File: src/rtl/regfile_writeback.sv
// Write-back stage: 2-entry in-order result queue feeding the register-file write port.
// Latency: an entry accepted at edge N is presented on the write port in cycle N+1 when wp_busy=0.
// Backpressure: mem_ready = (count < 2) from registered count only; wp_busy holds the head in place.
//
// Ports:
//   clk, reset          core clock, synchronous active-high reset
//   mem_*               MEM-stage instruction offer (valid/ready handshake)
//   wp_busy             write port claimed by another writer this cycle
//   regwrite/write_reg/write_data   register-file write port (zeroed when not writing)
//   fwd_rs1/2 -> fwd_hit1/2, fwd_data1/2   combinational lookup against queued results
//   instret             retired-instruction count
//
// Optional feature: define WB_INSTRET_EN to build the instret counter;
// without it instret is tied to 0.
module regfile_writeback (
    input  logic        clk,
    input  logic        reset,
    input  logic        mem_valid,
    output logic        mem_ready,
    input  logic        mem_regwrite,
    input  logic        mem_memtoreg,
    input  logic        mem_jal,
    input  logic [4:0]  mem_rd,
    input  logic [31:0] mem_alu_result,
    input  logic [31:0] mem_load_data,
    input  logic [31:0] mem_pc,
    input  logic        wp_busy,
    output logic        regwrite,
    output logic [4:0]  write_reg,
    output logic [31:0] write_data,
    input  logic [4:0]  fwd_rs1,
    input  logic [4:0]  fwd_rs2,
    output logic        fwd_hit1,
    output logic        fwd_hit2,
    output logic [31:0] fwd_data1,
    output logic [31:0] fwd_data2,
    output logic [31:0] instret
);

    // Queue control state
    logic [1:0]  count_q, count_d;
    logic        head_q, head_d;
    logic        tail_q, tail_d;

    // Queue storage (two physical slots, indexed by head/tail pointers)
    logic [1:0]  we_q, we_d;
    logic [4:0]  rd_q   [2];
    logic [4:0]  rd_d   [2];
    logic [31:0] data_q [2];
    logic [31:0] data_d [2];

    logic        enq;
    logic        deq;
    logic        new_we;
    logic [31:0] new_data;
    logic        old_vld;
    logic        yng_vld;

    assign mem_ready = (count_q != 2'd2);
    assign enq       = mem_valid && mem_ready;
    assign deq       = (count_q != 2'd0) && !wp_busy;

    // Entry formation: link address has priority over load data.
    always_comb begin
        new_we   = (mem_regwrite || mem_jal) && (mem_rd != 5'd0);
        new_data = mem_jal      ? (mem_pc + 32'd4) :
                   mem_memtoreg ? mem_load_data    : mem_alu_result;
    end

    always_comb begin
        count_d = count_q;
        head_d  = head_q;
        tail_d  = tail_q;
        we_d    = we_q;
        rd_d    = rd_q;
        data_d  = data_q;

        if (deq) begin
            head_d = ~head_q;
        end
        if (enq) begin
            we_d[tail_q]   = new_we;
            rd_d[tail_q]   = mem_rd;
            data_d[tail_q] = new_data;
            tail_d         = ~tail_q;
        end

        case ({enq, deq})
            2'b10:   count_d = count_q + 2'd1;
            2'b01:   count_d = count_q - 2'd1;
            default: count_d = count_q;
        endcase
    end

    always_ff @(posedge clk) begin
        if (reset) begin
            count_q <= 2'd0;
            head_q  <= 1'b0;
            tail_q  <= 1'b0;
        end else begin
            count_q <= count_d;
            head_q  <= head_d;
            tail_q  <= tail_d;
        end
    end

    // Slot contents are only meaningful under count_q, so they need no reset.
    always_ff @(posedge clk) begin
        we_q   <= we_d;
        rd_q   <= rd_d;
        data_q <= data_d;
    end

    // Write port: driven straight from the head slot.
    always_comb begin
        regwrite   = deq && we_q[head_q];
        write_reg  = 5'd0;
        write_data = 32'd0;
        if (regwrite) begin
            write_reg  = rd_q[head_q];
            write_data = data_q[head_q];
        end
    end

    // Forwarding: head is the older entry; the other slot holds a younger
    // entry only when the queue is full, and it overrides the head on a match.
    always_comb begin
        old_vld   = (count_q != 2'd0);
        yng_vld   = (count_q == 2'd2);
        fwd_hit1  = 1'b0;
        fwd_data1 = 32'd0;
        fwd_hit2  = 1'b0;
        fwd_data2 = 32'd0;

        if (fwd_rs1 != 5'd0) begin
            if (old_vld && we_q[head_q] && (rd_q[head_q] == fwd_rs1)) begin
                fwd_hit1  = 1'b1;
                fwd_data1 = data_q[head_q];
            end
            if (yng_vld && we_q[~head_q] && (rd_q[~head_q] == fwd_rs1)) begin
                fwd_hit1  = 1'b1;
                fwd_data1 = data_q[~head_q];
            end
        end

        if (fwd_rs2 != 5'd0) begin
            if (old_vld && we_q[head_q] && (rd_q[head_q] == fwd_rs2)) begin
                fwd_hit2  = 1'b1;
                fwd_data2 = data_q[head_q];
            end
            if (yng_vld && we_q[~head_q] && (rd_q[~head_q] == fwd_rs2)) begin
                fwd_hit2  = 1'b1;
                fwd_data2 = data_q[~head_q];
            end
        end
    end

`ifdef WB_INSTRET_EN
    logic [31:0] instret_q, instret_d;

    // Every head retirement counts, including silent (we=0) entries.
    always_comb begin
        instret_d = deq ? (instret_q + 32'd1) : instret_q;
    end

    always_ff @(posedge clk) begin
        if (reset) begin
            instret_q <= 32'd0;
        end else begin
            instret_q <= instret_d;
        end
    end

    assign instret = instret_q;
`else
    assign instret = 32'd0;
`endif

endmodule

File: config.mk
export PLATFORM = sky130hd
export DESIGN_NAME = regfile_writeback
export DESIGN_NICKNAME = d
export VERILOG_FILES = /design/src/rtl/regfile_writeback.sv
export SDC_FILE = /design/constraint.sdc
export NUM_CORES = 1
export LEC_CHECK = 0
export BUFFER_PORTS_ARGS = -buffer_cell sky130_fd_sc_hd__buf_4
export CAP_MARGIN = 20
export CORE_ASPECT_RATIO = 1.2
export CORE_MARGIN = 4
export CORE_UTILIZATION = 50
export CTS_CLUSTER_SIZE = 16
export DETAILED_ROUTE_END_ITERATION = 8
export GPL_TIMING_DRIVEN = 0
export PLACE_DENSITY = 0.81
export SETUP_SLACK_MARGIN = 0.05
export SYNTH_ARGS = -nofsm -noshare
export SYNTH_HDL_FRONTEND = slang
export SYNTH_SLANG_ARGS = --single-unit
File: constraint.sdc
create_clock -name clk -period 2.93 [get_ports clk]
set_input_delay 0.586 -clock clk [delete_from_list [all_inputs] [get_ports clk]]
set_output_delay 0.586 -clock clk [all_outputs]
set_load 0.01 [all_outputs]
=== Word level (Yosys, flattened, before mapping) ===
Index checks and enable logic that the tools add are counted.

* Register bits after elaboration: 80
* Input bits: 118
* Output and inout bits: 137
* Logic and storage cells: 93

* $add $sub $neg: 3
* Magnitude comparators: 8
* Equal/unequal tests: 8
* Multiplexer cells: 42
* Bitwise gates (word level): 5
* Reductions and logical operators: 19

{| class="wikitable"
|+ Operators by type and width
! kind !! number
|-
| $mux 32 || 16
|-
| $bwmux 64 || 1
|-
| $mux 5 || 8
|-
| $add 32x3->32 const B || 1
|-
| $demux 32 s1 || 1
|-
| $eq 5x5->1 || 4
|-
| $reduce_bool 5->1 || 3
|-
| $logic_and 1x1->1 || 12
|-
| $mux 1 || 11
|-
| $bwmux 10 || 1
|-
| $ge 2x2->1 const B || 3
|-
| $lt 1x2->1 const B || 3
|-
| $not 1->2 || 3
|-
| $demux 5 s1 || 1
|-
| $eq 2x2->1 const B || 2
|-
| $pmux 2 s2 || 1
|-
| $reduce_bool 2->1 || 2
|-
| $add 2x1->2 const B || 1
|-
| $bwmux 2 || 1
|-
| $eq 2x1->1 const B || 1
|-
| $lt 2x1->1 const B || 1
|-
| $ne 2x2->1 const B || 1
|-
| $not 1->1 || 2
|-
| $sub 2x1->2 const B || 1
|-
| 4 further kinds || 4
|}

=== Depth between registers and ports, before layout ===
Gate-level depths: netlist of run 1.

* Depth after elaboration: 9
* Gate-level depth with buffers: 9
* Mapped depth without buffers: 7

=== Least setup slack after synthesis of run 1 ===
No wires, ideal clock.

* Path type: reg-to-reg
* From: reg count_q[0]
* To: reg data_q[32] (netlist bit) (enable)
* Library setup time: 433 ps
* Data arrival time: 2314 ps
* Data required time: 2497 ps
* Path slack: 183 ps
* Cell stages (with the launch flop): 4
* Buffers on the path: 0
* Clock period less this slack: 2747 ps
* Cell sequence: dfxtp_1 nand2b_1 nand2_1 nor2_1

* Word-level cells in the longest chain between the ends: 2

{| class="wikitable"
|+ RTL lines
! item !! line !! source
|-
| start: declaration || 41 || <nowiki>logic [1:0] count_q, count_d;</nowiki>
|-
| start signal: assignment || 101 || <nowiki>count_q <= count_d;</nowiki>
|-
| $ne 2x2->1 || 59 || <nowiki>assign mem_ready = (count_q != 2'd2);</nowiki>
|-
| net mem_ready || 19 || <nowiki>output logic mem_ready,</nowiki>
|-
| $logic_and 1x1->1 || 60 || <nowiki>assign enq = mem_valid && mem_ready;</nowiki>
|-
| end signal: assignment || 111 || <nowiki>data_q <= data_d;</nowiki>
|-
| end: declaration || 49 || <nowiki>logic [31:0] data_q [2];</nowiki>
|}

The timed path passes the listed nets, and every way through them passes these cells.
A chain may end at the register's enable or synchronous reset.

=== Final worst setup path of run 1 ===
* From: reg head_q
* To: out fwd_data1[22]

* Word-level cells in the longest chain between the ends: 9
* Elaborated cells on any way between the ends: 28
* Those cells by class: eq/ne: 2; mux: 19; bitwise: 3; reduce/logical: 4

{| class="wikitable"
|+ RTL lines
! item !! line !! source
|-
| start: declaration || 42 || <nowiki>logic head_q, head_d;</nowiki>
|-
| start signal: assignment || 98 || <nowiki>head_q <= 1'b0;</nowiki>
|-
| start signal: assignment || 102 || <nowiki>head_q <= head_d;</nowiki>
|-
| $not 1->2 (not written as such) or $not 1->1 (tied branches) || n/a ||
|-
| $mux 5 (not written as such) or $not 1->2 (tied branches) || 136, 140, 142 ||
|-
| $mux 5, on equally long branches (2 in series) || 136, 140 ||
|-
| $eq 5x5->1 or $mux 5 (tied branches) || 136, 140 ||
|-
| $logic_and 1x1->1 or $eq 5x5->1 (tied branches) || 136, 140 ||
|-
| $mux 32 or $logic_and 1x1->1 (tied branches) || 136, 140 ||
|-
| $mux 32 (*) || 140 || <nowiki>if (yng_vld && we_q[~head_q] && (rd_q[~head_q] == fwd_rs1)) begin</nowiki>
|-
| $mux 32 (*) || 135 || <nowiki>if (fwd_rs1 != 5'd0) begin</nowiki>
|-
| end: declaration || 35 || <nowiki>output logic [31:0] fwd_data1,</nowiki>
|}

Mark *: on every way between the ends. The rest lies on a longest branch, timed or not. The select of a mux whose other input is x is not followed.

==> impl_metrics.ini, run 1 <==
[sta]
slew-limit-headroom = 0.271
fin_worst_skew_ns = 0.00947
fmax_mhz = 264
rsz0062_at_grt = yes
hold_viol_final = 0
worst_slack_ns = -0.852
slew_violations = 0
finalCriticalPeriod_ns = 3.78
hold-worst-slack_ns = 0.424
fin_crit_sh = 1.29
setup_viol = 76
final.setup.tns_ns = -45.05
tightest_slew_ns = 1.09

[flow_run]
max-cap-violations = 0

[logic_synthesis]
synth.top_cell.area_share = 0.344
ys_types = 38
synth_seq_cells = 80
synth_area_leaders = edfxtp_1 (34%), a221oi_1 (17%), mux2i_1 (8.0%)
ys_warn_count = 0
synth_cells = 701
seq_area_frac_synth = 0.356
syn_area_mm2 = 0.00663
synth.avg_cell_area_um2 = 9.45
yosysTopAreaCell = edfxtp_1

[clock_tree]
cts_tree = built
clock-sinks = 80
cts_buffer_depth = 2
cts_buffers = 9
cts_max_level = 3
insertion_delay_ns = 0.35
cts.clk_slew.worst_paths_ns = 0.06
cts_root_buffer = clkbuf_16

[status]
status = finished, violations left
violations = setup timing

[placed_design]
gp_congestion = 0.926
dp_hpwl_um = 17500
portBuffers = 221

[power_and_ir_drop]
peakVddDrop_uv = 512
power_density_mw_per_mm2 = 738
p_leak_nw = 4.56

[hold_path]
hp-class = in -> reg
whs_path_depth = 2
hold_path_end = count_q[1]
hp-start = reset

[setup_path]
max_stage_delay_ns = 0.42
end_kind = output port
crit_family = buffers and inverters
crit_type = reg -> out
path_max_fanout = 10
crit_arrival_ns = 3.20
ff2ff_path_depth = 4
path_cells = buf_8 -> mux2i_4 -> buf_6 -> xor2_2 -> nand4_1 -> a211oi_4 -> buf_6 -> buf_12 -> a221oi_2 -> nor3_2 -> buf_4
start_kind = register
cp_slowest_cell = nor3_2
r2r-end = data_q[35]
cp_data_required_time_ns = 2.34
r2r_slack_ns = 0.83
regToRegStartpoint = count_q[0]
crit_start = head_q
crit_top_cell = buf_6
crit_buf_inv = 5

[routing]
vias_per_cell = 7.21
drt_pre_antenna_iters = 6
via_count = 8503
drc_errors = 0
wirelength_um = 34900
wl_per_cell_um = 29.6
drt_iter0_drc = 1438
ant_nets = 0

[global_routing]
globalRouteOverflowTotal = 0
antenna_found_initial = 0
grt_max_degree = 39
grt_pass1_wl_um = 40200
grt_pass1_vias = 7323
grt_usage = 0.333

[finish]
nets = 1131
layout_commonest_cell = buf_4
area_growth_pct = 69.8
diodes = 0
final_cell_mix = buf_4 (283), a221oi_2 (84), edfxtp_1 (76)
layout-drive-gt1-share = 0.534

[floorplan]
start_util = 0.516
num_rows = 45
die_h_um = 134
core_area_mm2 = 0.0128
num_io_pins = 255
die_w_um = 113
dieArea_mm2 = 0.0152
Yosys cell counts:
cell type and instances:
clkbuf_1 32, and3_1 7, inv_1 5, buf_1 8, ha_1 2, edfxtp_1 76, or4_1 1, mux2i_2 5
xor2_1 20, buf_2 19, a211oi_1 17, o22a_1 1, or3_1 2, inv_2 1, xnor2_1 31, dfxtp_1 4
nand4_1 6, nor3_1 62, buf_4 39, or2_2 1, buf_6 3, nor4_2 2, nand3_1 11, a211oi_4 2
nor2b_1 18, conb_1 1, o21ai_0 17, nand2_1 28, mux2i_1 53, and2_1 5, nor2_1 61, mux2i_4 1
a221oi_1 128, nor3_2 8, nand2b_1 1, a21oi_1 19, o21a_1 2, and4_1 2
metrics by stage:
step	setup WS (ns)	power [mW]	cells	util	cell area, um2
after floorplan	0.183	3.69	732	-	6740
after global placement	-0.790	5.06	1117	0.670	8610
after detailed placement	-0.411	5.16	1119	0.675	8660
after CTS	-0.367	7.04	1160	0.777	9970
after global routing	-0.878	8.47	1180	0.876	11200
final	-0.852	8.31	1180	0.876	11200
layout make-up:
class / count / area [um2]
multi-input combinational: 545 / 5180
sequential: 80 / 2370
timing repair buffer: 268 / 2250
fill: 573 / 1590
buffer: 101 / 867
clock buffer: 10 / 229
tap: 164 / 205
clock inverter: 6 / 131
inverter: 6 / 22.5
worst max-delay path by stage:
stage	end	slack, ns	cells past startpoint
finish	fwd_data1[22]	-0.85	11
global route	fwd_data2[30]	-0.88	10
CTS	fwd_data2[23]	-0.37	11
detailed placement	fwd_data1[22]	-0.41	9
global placement	data_q[41]	-0.79	3
floorplan	data_q[32]	0.18	3
routing by layer:
layer / global-route usage / vias to the layer above / share of wire
li1: - / 3328 / -
met4: 0.178 / 0 / 0.089
met1: 0.404 / 3841 / 0.32
met2: 0.565 / 1005 / 0.46
met5: 0 / - / 0
met3: 0.0560 / 329 / 0.13
kinds of logic (layout without fill, tap and decap cells):
family | count (synthesis) | in the layout | share of synthesized area
AND/OR/NAND/NOR | 215 | 215 | 0.163
AO/OA/AOI/OAI | 186 | 186 | 0.225
buffers and inverters | 107 | 391 | 0.0897
flip-flops | 80 | 80 | 0.356
multiplexers | 59 | 59 | 0.0938
XOR/XNOR | 51 | 51 | 0.0674
adder cells (fa/ha/maj) | 2 | 2 | 0.00378
other | 1 | 32 | 0.000566
sequential cells by signal, summed over array words and instances, names as in the netlist:
signal and count:
data_q 64, count_q 2, we_q 2, head_q 1, tail_q 1, rd_q 10
report_power, final:
group / switching [mW] / leakage (nW) / internal (mW)
clock: 0.507 / 0.170 / 0.918
combinational: 2.74 / 3.64 / 2.20
sequential: 0.421 / 0.744 / 1.52
total: 3.67 / 4.56 / 4.64
repair_timing:
item	4_1_cts	5_1_grt
resized for setup	154	173
hold buffers	0	0
setup buffers	19	15
cloned	6	5
pin swaps	31	40
endpoints found under the setup margin	97	96
No activity file was read; power rests on OpenSTA's default activity.
==> run 2, diff against run 1 <==
RECOVER_POWER = 50   (was unset)
clock period = 4.19 ns   (was 2.93 ns; I/O delays follow)
==> run 2 against run 1 <==
Compared with the run above:
- the flow finishes with violations (capacitance limit, slew limit)
- via count fell by 17%
- global-route usage is 4.3 points lower
- sequential power shrank 38%
==> impl_metrics.ini, run 2 (synthesized netlist as in run 1, its figures left out) <==
[power_and_ir_drop]
power_density_mw_per_mm2 = 508
power_frac_clock = 0.207
peakVddDrop_uv = 258
p_leak_nw = 3.65
p_int_mw = 2.76
p_sw_frac = 0.393
power.switching_mw = 1.79
p_comb_frac = 0.527
p_seq_frac = 0.266

[global_routing]
grt_usage = 0.291
grt_pass1_vias = 6532
globalRouteOverflowTotal = 0
antenna_found_initial = 0
grt_max_degree = 39
grt_pass1_wl_um = 35500

[setup_path]
r2r_slack_ns = 0.86
path_max_fanout = 10
end_kind = output port
crit_arrival_ns = 3.16
start_kind = register
cp_slowest_cell = a211oi_4
crit_family = buffers and inverters
crit_top_cell = buf_4
crit_type = reg -> out
max_stage_delay_ns = 0.39
path_cells = buf_6 -> buf_4 -> mux2i_4 -> xor2_1 -> nand2_1 -> a211oi_4 -> buf_2 -> a221oi_1 -> nor3_1 -> buf_4
crit_buf_inv = 4
cp_data_required_time_ns = 3.35

[finish]
regMostFlops = data_q
diodes = 0
multi_input_area_mm2 = 0.00379
largest_reg_flops = 64
fill_cells = 1014
area_growth_pct = 35.2
ff_latch_area_mm2 = 0.00236
layout-drive-gt1-share = 0.318
final_cell_mix = buf_4 (252), a221oi_1 (128), edfxtp_1 (76)
reg.largest.list = data_q x64, rd_q x10
finish.utilization = 0.698
layout_commonest_cell = buf_4
nets = 1088

[sta]
rsz0062_at_grt = no
final.setup.tns_ns = 0
worst_slack_ns = 0.192
fmax_mhz = 250
slew_violations = 58
fin_crit_sh = 0.954
setup_viol = 0
finalCriticalPeriod_ns = 4.00
slew-limit-headroom = -0.537
hold_viol_final = 0
fin_worst_skew_ns = 0.00658
tightest_slew_ns = 2.30

[placed_design]
gp_congestion = 0.926
post-place-ws_ns = 0.543
dp_hpwl_um = 17500
portBuffers = 221

[floorplan]
num_io_pins = 255
die_w_um = 113
die_h_um = 134
dieArea_mm2 = 0.0152
start_util = 0.516
core_area_mm2 = 0.0128
num_rows = 45

[clock_tree]
cts_tree = built
cts_buffer_depth = 2
cts_root_buffer = clkbuf_16
cts_buffers = 9
clock-sinks = 80
cts_max_level = 3
insertion_delay_ns = 0.34
cts.clk_slew.worst_paths_ns = 0.06

[routing]
drc_errors = 0
via_count = 7090
drt_iter0_drc = 1065
ant_nets = 0
wirelength_um = 23100
drt_pre_antenna_iters = 6
vias_per_cell = 6.24
wl_per_cell_um = 20.3

[flow_run]
max-cap-violations = 2

[status]
violations = capacitance limit, slew limit
status = finished, violations left

[hold_path]
hp-class = reg -> reg
## run 2: timing repair
action / CTS / global route
hold buffers: 0 / 0
gates resized for setup: 0 / 1
endpoints found under the setup margin: 0 / 2
setup buffers: 0 / 2
## run 2: worst register-to-register path: cells and delay by family, from the launching register on
kind / cells / cell delay, ns
buffers and inverters: 1 / 1.04
AND/OR/NAND/NOR: 3 / 1.49
flip-flops: 1 / 0.39
## run 2: routing by layer
metal,vias up,track usage,share of wire
met5,-,0,0
met4,0,0.0935,0.031
li1,3223,-,-
met1,3300,0.376,0.37
met2,499,0.500,0.50
met3,68,0.0429,0.10
## run 2: final timing paths
| path | start | to | depth (start not counted) |
|---|---|---|---|
| setup / recovery | head_q | fwd_data2[22] | 10 |
| hold / removal | count_q[1] | count_q[1] | 2 |
| setup reg to reg | count_q[0] | data_q[35] | 4 |
| hold reg to reg | count_q[1] | count_q[1] | 2 |
## run 2: final cells by class
type,count,area share
clock buffers,10,0.0256
multi-input cells,545,0.423
well taps,164,0.0229
repair buffers,225,0.184
plain buffers,101,0.0637
flip-flops and latches,80,0.264
clock inverters,6,0.0147
inverters,6,0.00251
## run 2: power groups by stage
stage | clock, mW | sequential (mW) | combinational, mW
6_report | 0.943 | 1.21 | 2.40
5_1_grt | 0.981 | 1.23 | 2.57
4_1_cts | 0.943 | 1.20 | 2.41
3_5_place_dp | 0 | 1.21 | 2.39
3_3_place_gp | 0 | 1.21 | 2.33
2_1_floorplan | 0 | 1.18 | 1.40
## run 2: stage by stage
stage	power, mW	area (um2)	instances	hold WS, ns
after global placement	3.54	8610	1117	0.483
final	4.55	8960	1137	0.512
after global routing	4.78	8960	1137	0.582
after detailed placement	3.61	8660	1119	0.507
after CTS	4.55	9020	1135	0.517
after floorplan	2.58	6740	732	0.466
==> run 3, diff against run 2 <==
CTS_BUF_LIST = sky130_fd_sc_hd__clkbuf_4 sky130_fd_sc_hd__clkbuf_8 sky130_fd_sc_hd__clkbuf_16   (was unset)
==> run 3 against run 2 <==
Compared with the run above:
- via count is 0.17% lower
- global-route usage unchanged
- register-to-register slack is essentially flat
- routed wire length about the same
- maximum frequency grew 0.43%
- the run still ends with capacitance limit, slew limit left
- critical endpoint is now fwd_data1[1]
==> impl_metrics.ini, run 3 (synthesized netlist as in run 1, its figures left out) <==
[routing]
wl_per_cell_um = 20.3
drt_iter0_drc = 1062
wirelength_um = 23000
drt_pre_antenna_iters = 6
drc_errors = 0
ant_nets = 0
via_count = 7078
vias_per_cell = 6.23

[clock_tree]
cts_buffer_depth = 2
clock-sinks = 80
cts.clk_slew.worst_paths_ns = 0.06
insertion_delay_ns = 0.34
cts_root_buffer = clkbuf_16
cts_buffers = 9
cts_max_level = 3
cts_tree = built

[setup_path]
max_stage_delay_ns = 0.39
cp_data_required_time_ns = 3.35
cp_slowest_cell = a211oi_4
path_cells = buf_6 -> buf_4 -> mux2i_4 -> xor2_1 -> nand2_1 -> a211oi_4 -> buf_4 -> buf_2 -> a221oi_1 -> nor3_1 -> buf_4
r2r_slack_ns = 0.86
regToRegStartpoint = count_q[0]
crit_top_cell = buf_4
start_kind = register
ff2ff_path_depth = 4
path_max_fanout = 10
r2r-end = data_q[35]
crit_arrival_ns = 3.14
end_kind = output port
crit_type = reg -> out

[sta]
worst_slack_ns = 0.209
fin_worst_skew_ns = 0.00751
tightest_slew_ns = 2.30
slew_violations = 58
slew-limit-headroom = -0.534
fmax_mhz = 251
finalCriticalPeriod_ns = 3.98
hold_viol_final = 0
fin_crit_sh = 0.950
rsz0062_at_grt = no
final.setup.tns_ns = 0
setup_viol = 0

[finish]
reg.largest.list = data_q x64, rd_q x10
final_area_mm2 = 0.00896
nets = 1088
layout-drive-gt1-share = 0.319
ff_latch_area_mm2 = 0.00236
layout_commonest_cell = buf_4
finish.utilization = 0.698
final_cell_mix = buf_4 (252), a221oi_1 (128), edfxtp_1 (76)
area_growth_pct = 35.2
regMostFlops = data_q
fill_cells = 1012
largest_reg_flops = 64
diodes = 0
multi_input_area_mm2 = 0.00379

[floorplan]
dieArea_mm2 = 0.0152
die_w_um = 113
num_io_pins = 255
die_h_um = 134
num_rows = 45
core_area_mm2 = 0.0128
start_util = 0.516

[power_and_ir_drop]
power_frac_clock = 0.208
p_int_mw = 2.77
p_seq_frac = 0.266
power_density_mw_per_mm2 = 509
p_leak_nw = 3.66
power.switching_mw = 1.79
peakVddDrop_uv = 258
p_sw_frac = 0.392
p_comb_frac = 0.526

[global_routing]
globalRouteOverflowTotal = 0
grt_pass1_vias = 6532
grt_usage = 0.291
grt_pass1_wl_um = 35500
antenna_found_initial = 0
grt_max_degree = 39

[status]
status = finished, violations left
violations = capacitance limit, slew limit

[hold_path]
hold_path_end = count_q[1]
whs_path_depth = 2
hp-start = count_q[1]
hp-class = reg -> reg

[placed_design]
dp_hpwl_um = 17500
post-place-ws_ns = 0.543
portBuffers = 221
placed_cell_area_mm2 = 0.00866
gp_congestion = 0.926

[flow_run]
max-cap-violations = 2
[run 3: stage by stage]
| step | total power, mW | instances | hold WS, ns |
|---|---|---|---|
| 2_1_floorplan | 2.58 | 732 | 0.466 |
| 3_3_place_gp | 3.54 | 1117 | 0.483 |
| 3_5_place_dp | 3.61 | 1119 | 0.507 |
| 4_1_cts | 4.55 | 1135 | 0.517 |
| 5_1_grt | 4.79 | 1137 | 0.582 |
| 6_report | 4.56 | 1137 | 0.513 |
[run 3: how the worst max path moves through the flow]
| stage | from | end | slack (ns) | cells past startpoint |
|---|---|---|---|---|
| global placement | mem_valid | data_q[41] | 0.22 | 3 |
| finish | head_q | fwd_data1[1] | 0.21 | 11 |
| floorplan | fwd_rs1[0] | fwd_data1[22] | 1.15 | 7 |
| detailed placement | fwd_rs2[0] | fwd_data2[22] | 0.54 | 9 |
| global route | head_q | fwd_data2[11] | 0.07 | 10 |
| CTS | head_q | fwd_data1[17] | 0.20 | 9 |
[run 3: final cells by class]
type                    instances  share of cell area
plain buffers                 101              0.0637
well taps                     164              0.0229
repair buffers                225               0.183
clock inverters                 6              0.0147
clock buffers                  10              0.0260
inverters                       6             0.00251
flip-flops and latches         80               0.264
multi-input cells             545               0.423
[run 3: what timing repair did]
action,CTS,global route
setup endpoints to repair,0,2
resized for setup,0,1
hold buffers,0,0
setup buffers,0,2
[run 3: routing by layer]
| layer | GRT usage | vias to the layer above | part of all wire |
|---|---|---|---|
| met1 | 0.376 | 3294 | 0.36 |
| met5 | 0 | - | 0 |
| met2 | 0.500 | 496 | 0.50 |
| li1 | - | 3224 | - |
| met3 | 0.0429 | 64 | 0.10 |
| met4 | 0.0935 | 0 | 0.030 |
[run 3: power by group through the flow]
stage	clock network, mW	logic (mW)	registers (mW)
floorplan	0	1.40	1.18
global placement	0	2.33	1.21
detailed placement	0	2.39	1.21
CTS	0.950	2.41	1.20
global route	0.988	2.57	1.23
finish	0.951	2.40	1.21
[run 3: worst max-delay path: cells and delay by family (launching register included)]
family                 cells  cell delay [ns]
flip-flops                 1             0.36
AO/OA/AOI/OAI              2             0.50
multiplexers               1             0.30
AND/OR/NAND/NOR            2             0.40
buffers and inverters      5             1.05
XOR/XNOR                   1             0.17
